## src/rtl/fir_xifu_wb.sv

```systemverilog
// fir_xifu_wb -- writeback stage of the FIR XIFU.
//
// Holds LDTAP / LDSAM / STSAM ops handed over by EX in an in-order buffer
// until the XIF commit and the memory result have both arrived. Each op then
// returns its post-incremented address to the core's rd through the XIF
// result handshake. When the op retires, load data is routed into the tap
// register file (LDTAP) or pushed into the sample delay line (LDSAM).
//
// Ports
//   clk_i, rst_i                    clock, synchronous active-high reset
//   ex_valid_i / ex_ready_o         op hand-over from EX (id, op, rd, next_addr)
//   commit_valid_i/_id_i/_kill_i    XIF commit or kill of an in-flight id
//   mem_result_valid_i/_id_i/_rdata_i  XIF memory result for an in-flight id
//   result_valid_o / result_ready_i writeback to the core (id, rd, data)
//   tap_we_o, tap_idx_o, tap_data_o one-cycle tap register write
//   sample_we_o, sample_data_o      one-cycle sample delay-line push
//   err_o                           sticky memory-result protocol error
module fir_xifu_wb #(
    parameter int DEPTH = 4,
    parameter int ID_W  = 4,
    parameter int NTAPS = 8
) (
    input  logic                     clk_i,
    input  logic                     rst_i,
    input  logic                     ex_valid_i,
    output logic                     ex_ready_o,
    input  logic [ID_W-1:0]          ex_id_i,
    input  logic [1:0]               ex_op_i,
    input  logic [4:0]               ex_rd_i,
    input  logic [31:0]              ex_next_addr_i,
    input  logic                     commit_valid_i,
    input  logic [ID_W-1:0]          commit_id_i,
    input  logic                     commit_kill_i,
    input  logic                     mem_result_valid_i,
    input  logic [ID_W-1:0]          mem_result_id_i,
    input  logic [31:0]              mem_result_rdata_i,
    output logic                     result_valid_o,
    input  logic                     result_ready_i,
    output logic [ID_W-1:0]          result_id_o,
    output logic [4:0]               result_rd_o,
    output logic [31:0]              result_data_o,
    output logic                     tap_we_o,
    output logic [$clog2(NTAPS)-1:0] tap_idx_o,
    output logic [31:0]              tap_data_o,
    output logic                     sample_we_o,
    output logic [31:0]              sample_data_o,
    output logic                     err_o
);

    localparam int PW = $clog2(DEPTH);
    localparam int TW = $clog2(NTAPS);

    localparam logic [1:0] OP_LDTAP = 2'b00;
    localparam logic [1:0] OP_LDSAM = 2'b01;
    localparam logic [1:0] OP_RSVD  = 2'b11;

    // Per-entry storage
    logic [DEPTH-1:0] ent_valid;
    logic [DEPTH-1:0] ent_committed;
    logic [DEPTH-1:0] ent_killed;
    logic [DEPTH-1:0] ent_mem_done;
    logic [ID_W-1:0]  ent_id        [DEPTH];
    logic [1:0]       ent_op        [DEPTH];
    logic [4:0]       ent_rd        [DEPTH];
    logic [31:0]      ent_next_addr [DEPTH];
    logic [31:0]      ent_rdata     [DEPTH];

    logic [PW-1:0] rd_ptr_q;
    logic [PW-1:0] wr_ptr_q;
    logic [PW:0]   count_q;
    logic [PW:0]   count_next;
    logic          ready_q;
    logic [TW-1:0] tap_idx_q;
    logic          err_q;

    logic             push;
    logic             pop;
    logic             head_live;
    logic             kill_pop;
    logic             handshake;
    logic             mem_err;
    logic [DEPTH-1:0] push_sel;
    logic [DEPTH-1:0] slot_live;
    logic [DEPTH-1:0] commit_hit;
    logic [DEPTH-1:0] mem_hit;
    logic [DEPTH-1:0] mem_dup;
    logic [ID_W-1:0]  slot_id [DEPTH];

    assign push = ex_valid_i & ready_q;

    // A slot being written this cycle already takes part in id matching, so a
    // commit (or memory result) arriving together with the push is not lost.
    always_comb begin
        for (int i = 0; i < DEPTH; i++) begin
            push_sel[i]   = push & (wr_ptr_q == PW'(i));
            slot_live[i]  = ent_valid[i] | push_sel[i];
            slot_id[i]    = push_sel[i] ? ex_id_i : ent_id[i];
            commit_hit[i] = commit_valid_i & slot_live[i] & (slot_id[i] == commit_id_i);
            mem_hit[i]    = mem_result_valid_i & slot_live[i] & (slot_id[i] == mem_result_id_i);
            // Stale mem_done of a freshly pushed slot must not count as a duplicate.
            mem_dup[i]    = mem_hit[i] & ent_mem_done[i] & ~push_sel[i];
        end
    end

    assign mem_err = mem_result_valid_i & (~(|mem_hit) | (|mem_dup));

    // Head retirement; gated by rst_i so nothing escapes during a reset cycle.
    assign head_live      = ent_valid[rd_ptr_q] & ~rst_i;
    assign kill_pop       = head_live & ent_killed[rd_ptr_q];
    assign result_valid_o = head_live & ~ent_killed[rd_ptr_q]
                          & ent_committed[rd_ptr_q] & ent_mem_done[rd_ptr_q];
    assign handshake      = result_valid_o & result_ready_i;
    assign pop            = kill_pop | handshake;

    assign result_id_o   = result_valid_o ? ent_id[rd_ptr_q]        : '0;
    assign result_rd_o   = result_valid_o ? ent_rd[rd_ptr_q]        : '0;
    assign result_data_o = result_valid_o ? ent_next_addr[rd_ptr_q] : '0;

    assign tap_we_o      = handshake & (ent_op[rd_ptr_q] == OP_LDTAP);
    assign tap_idx_o     = tap_we_o ? tap_idx_q : '0;
    assign tap_data_o    = tap_we_o ? ent_rdata[rd_ptr_q] : '0;
    assign sample_we_o   = handshake & (ent_op[rd_ptr_q] == OP_LDSAM);
    assign sample_data_o = sample_we_o ? ent_rdata[rd_ptr_q] : '0;

    assign ex_ready_o = ready_q;
    assign err_o      = err_q;

    always_comb begin
        count_next = count_q;
        case ({push, pop})
            2'b10:   count_next = count_q + (PW+1)'(1);
            2'b01:   count_next = count_q - (PW+1)'(1);
            default: count_next = count_q;
        endcase
    end

    always_ff @(posedge clk_i) begin
        if (rst_i) begin
            rd_ptr_q      <= '0;
            wr_ptr_q      <= '0;
            count_q       <= '0;
            ready_q       <= 1'b1;
            tap_idx_q     <= '0;
            err_q         <= 1'b0;
            ent_valid     <= '0;
            ent_committed <= '0;
            ent_killed    <= '0;
            ent_mem_done  <= '0;
            for (int i = 0; i < DEPTH; i++) begin
                ent_id[i]        <= '0;
                ent_op[i]        <= '0;
                ent_rd[i]        <= '0;
                ent_next_addr[i] <= '0;
                ent_rdata[i]     <= '0;
            end
        end else begin
            if (push) wr_ptr_q <= wr_ptr_q + PW'(1);
            if (pop)  rd_ptr_q <= rd_ptr_q + PW'(1);
            count_q <= count_next;
            // Ready is a flop of the post-update occupancy: a pop does not
            // open the buffer for a same-cycle push.
            ready_q <= (count_next < (PW+1)'(DEPTH));
            if (tap_we_o) begin
                tap_idx_q <= (tap_idx_q == TW'(NTAPS-1)) ? '0 : tap_idx_q + TW'(1);
            end
            err_q <= err_q | mem_err;

            for (int i = 0; i < DEPTH; i++) begin
                if (pop && (rd_ptr_q == PW'(i))) begin
                    ent_valid[i] <= 1'b0;
                end
                if (push_sel[i]) begin
                    ent_valid[i]     <= 1'b1;
                    ent_id[i]        <= ex_id_i;
                    ent_op[i]        <= ex_op_i;
                    ent_rd[i]        <= ex_rd_i;
                    ent_next_addr[i] <= ex_next_addr_i;
                    ent_rdata[i]     <= '0;
                    ent_committed[i] <= 1'b0;
                    ent_killed[i]    <= (ex_op_i == OP_RSVD);
                    ent_mem_done[i]  <= 1'b0;
                end
                // Flag updates come after the push defaults so they win.
                if (commit_hit[i]) begin
                    if (commit_kill_i) ent_killed[i]    <= 1'b1;
                    else               ent_committed[i] <= 1'b1;
                end
                // A duplicate result flags an error but never disturbs data
                // that may already be presented on the result port.
                if (mem_hit[i] && !mem_dup[i]) begin
                    ent_mem_done[i] <= 1'b1;
                    ent_rdata[i]    <= mem_result_rdata_i;
                end
            end
        end
    end

endmodule

```

## config.mk

```make
export PLATFORM = sky130hd
export DESIGN_NAME = fir_xifu_wb
export DESIGN_NICKNAME = d
export VERILOG_FILES = /design/src/rtl/fir_xifu_wb.sv
export SDC_FILE = /design/constraint.sdc
export NUM_CORES = 1
export LEC_CHECK = 0
export BUFFER_PORTS_ARGS = -buffer_cell sky130_fd_sc_hd__buf_2
export CAP_MARGIN = 5
export CORE_ASPECT_RATIO = 0.75
export CORE_UTILIZATION = 60
export DETAILED_ROUTE_END_ITERATION = 7
export PLACE_DENSITY = 0.9
export SYNTH_ARGS = -nofsm -noshare
export SYNTH_HDL_FRONTEND = slang
export SYNTH_SLANG_ARGS = --single-unit
```

## constraint.sdc

```tcl
create_clock -name clk_i -period 5.8 [get_ports clk_i]
set_clock_uncertainty 0.05 [all_clocks]
set_input_delay 0.58 -clock clk_i [delete_from_list [all_inputs] [get_ports clk_i]]
set_output_delay 0.58 -clock clk_i [all_outputs]
set_load 0.05 [all_outputs]
```

==> out/qor.csv <==
metric;value;unit
I/O Buffers;202;
CP max stage delay;0.95;ns
TritonRoute pass-1 iters;5;
Setup crit end;tap_data_o[8];
placed cell count;1618;
maximum vdd drop;0.000259;V
switch share;22.5;%
TNS Setup;0;ns
crit share post-route;74.9;%
Syn. warnings;0;
drt drc;0;
IO Pins;203;
Setup violations, final;0;
crit path kind;flip-flop to output port;
power share of the sequential group;53.2;%
combinational power share;7.7;%
count leader, synth;edfxtp_1;
routability cong.;0.949;
met1 WL;14.4;mm
post-synthesis sequential element count;330;
max_cap viols;0;
GRT Overall Usage;26.9;%
drt total wl;36.5;mm
Switch Pwr;1.19;mW
fin. max-slew vios;0;
Die X;190;µm
unrepaired setup endpoints after global routing;no;
routed length on met2;18.0;mm
status;finished, final reports clean;
Yosys cell types;52;
via/cell ratio;6.00;
endpoint type of the worst setup path;output port;
Crit Reg-Reg Endpoint;ent_rdata[1][16];
H-tree levels;2;
hold slack;0.325;ns
hold buffers post-CTS;0;
crit path max fanout;44;
Die H;143;µm
CTS sink count;330;
Worst setup startpoint;rd_ptr_q[0];
Clock power frac;39.1;%
max frequency;230;MHz
Initial Utilization;61.2;%
routed length on met3;3.24;mm
antenna violations before repair;10;
share of layout cells above drive strength 1;27.2;%
Post-synth EDFFs;300;
total number of vias;10100;
Reg2Reg Depth;9;
syn_nets;1252;
Final nets;1412;
PD cells;290;nW/µm²
final std cells w/o fill;1688;
top-area cell type share of the netlist area;56.6;%
reg2reg setup slack;2.15;ns
largest net degree at the start of global routing;135;
worst hold path type;primary input to flip-flop;
Syn Inst Count;1150;
clock-pin slew on the worst setup and hold paths;0.06;ns
Post-Syn Area;15900;µm²
Seq/Total Area, Yosys;60.4;%
top cells by count, synth;300 x edfxtp_1, 205 x and2_1, 164 x and3_1;
post_cts resized;0;
Clock Path Buffers;3;
Avg Inst Size Synth;13.8;µm²
worst-margin pin slew;1.23;ns
final worst path period need;4.35;ns
area grow syn2layout;14.2;%
total grt overflow;0;
critical path data arrival time;3.72;ns
Slowest-stage cell, CP;or3_2;
final hold vios;0;
post-layout util;70.0;%
P_leak;7.64;nW
post-DP HPWL;21.9;mm
CTS tree;yes;
Required @ worst endpoint;5.17;ns
Max Used Layer;met4;
row count;51;
clock root buffer;clkbuf_16;
first-pass GRT wire length;55.2;mm
Crit Reg-Reg Startpoint;wr_ptr_q[1];
die area;27200;µm²
fillers;1667;
largest cells by area after synthesis;edfxtp_1 57%, mux4_2 11%, and2_1 8.1%;
CTS Buf Count;34;
DRT antenna net count;0;
CP Cell Sequence;mux4_2 -> or3_2 -> nor4_4 -> buf_4 -> and2_1 -> buf_2;
Routed WL per cell;21.6;µm
Slew headroom;18.1;%
# Post-CTS Setup Buffers;0;
worst-skew pair later-pin latency;0.52;ns
CP Launch Type;flip-flop;
vias in the first global route;9984;
top cell type by total area after synthesis;edfxtp_1;
Async SR Flop Fraction;0;%
cell internal pwr;4.08;mW
predominant post-synthesis flop cell;edfxtp_1;
core area;26000;µm²
Starting DRT DRC Count;950;
==> routing by layer <==
layer	vias up	track usage, %
met5	-	0
met4	0	10.6
met3	67	4.60
met2	549	43.1
met1	4931	37.0
li1	4574	-
==> cell type report <==
| class | count | area, µm² | share of cell area [%] |
|---|---|---|---|
| clock inverters | 19 | 161 | 0.888 |
| flip-flops and latches | 330 | 9620 | 52.9 |
| well taps | 344 | 430 | 2.37 |
| repair buffers | 222 | 1160 | 6.39 |
| diodes | 11 | 27.5 | 0.151 |
| multi-input cells | 701 | 5820 | 32.0 |
| clock buffers | 40 | 873 | 4.81 |
| inverters | 21 | 78.8 | 0.434 |
==> worst min path at each step <==
stage,from,to,slack [ns],cells after the start
6_report,ex_next_addr_i[23],ent_next_addr[3][23],0.32,2
3_5_place_dp,ent_committed[1],ent_committed[1],0.41,2
4_1_cts,mem_result_rdata_i[17],ent_rdata[3][17],0.31,2
3_3_place_gp,ent_committed[0],ent_committed[0],0.39,2
2_1_floorplan,ent_committed[0],ent_committed[0],0.38,2
5_1_grt,mem_result_rdata_i[20],ent_rdata[0][20],0.32,2
==> power by group through the flow <==
stage	Combinational (mW)	Sequential, mW	Clock (mW)
after floorplan	0.264	2.84	0
after global placement	0.387	2.84	0
after detailed placement	0.398	2.85	0
after CTS	0.402	2.81	2.08
after global routing	0.435	2.82	2.17
final	0.406	2.80	2.06
==> worst max-delay path, delay by kind of cell, from the launching register on <==
family	cells	cell delay (ns)
buf+inv	2	0.67
flops	1	0.47
mux	1	0.56
simple gates	3	1.51
==> flip-flops by register name (all words and copies together) (netlist names), named ones only <==
register       count
ent_killed         4
ent_valid          4
ex_ready_o         1
ent_rd            20
ent_op             8
ent_committed      4
ent_next_addr    128
count_q            2
rd_ptr_q           2
wr_ptr_q           2
err_o              1
ent_mem_done       4
ent_rdata        128
ent_id            16
tap_idx_q          3
==> metrics by stage <==
stage | setup slack, ns | power, mW | cell area [µm²]
global route | 1.24 | 5.42 | 18200
floorplan | 1.74 | 3.10 | 15900
detailed placement | 1.90 | 3.25 | 17100
CTS | 1.42 | 5.29 | 18100
global placement | 2.02 | 3.23 | 17100
finish | 1.45 | 5.27 | 18200
==> placed cells by master, fill, tap and decap left out, types with 3 or more instances in the layout <==
cell type	instances
o21ai_0	9
clkinv_1	8
mux2i_1	18
o221ai_1	5
xnor2_1	23
nor2_1	24
nand3_1	15
diode_2	11
ha_1	11
xor2_1	10
nor2b_1	41
or4_1	6
inv_6	3
nor3b_2	3
clkinv_2	4
nand2_2	4
buf_4	20
nand2_1	26
inv_1	19
o211ai_1	6
edfxtp_1	300
and3_1	164
dfxtp_1	28
a21oi_1	19
nor3_1	5
buf_2	202
clkbuf_1	6
mux4_2	77
nand4_1	3
nand2b_1	4
and2_1	205
clkbuf_16	34
==> cell families after synthesis <==
logic type	Yosys count	share of synthesized area, %
adders and majority gates	12	0.991
and+or+nand+nor	508	19.3
muxes	96	12.2
xor gates and xnor gates	33	1.82
AOI/OAI and AO/OA	52	2.13
buffers and inverters	119	3.16
DFF	330	60.4
(Power assumes the default switching activity.)
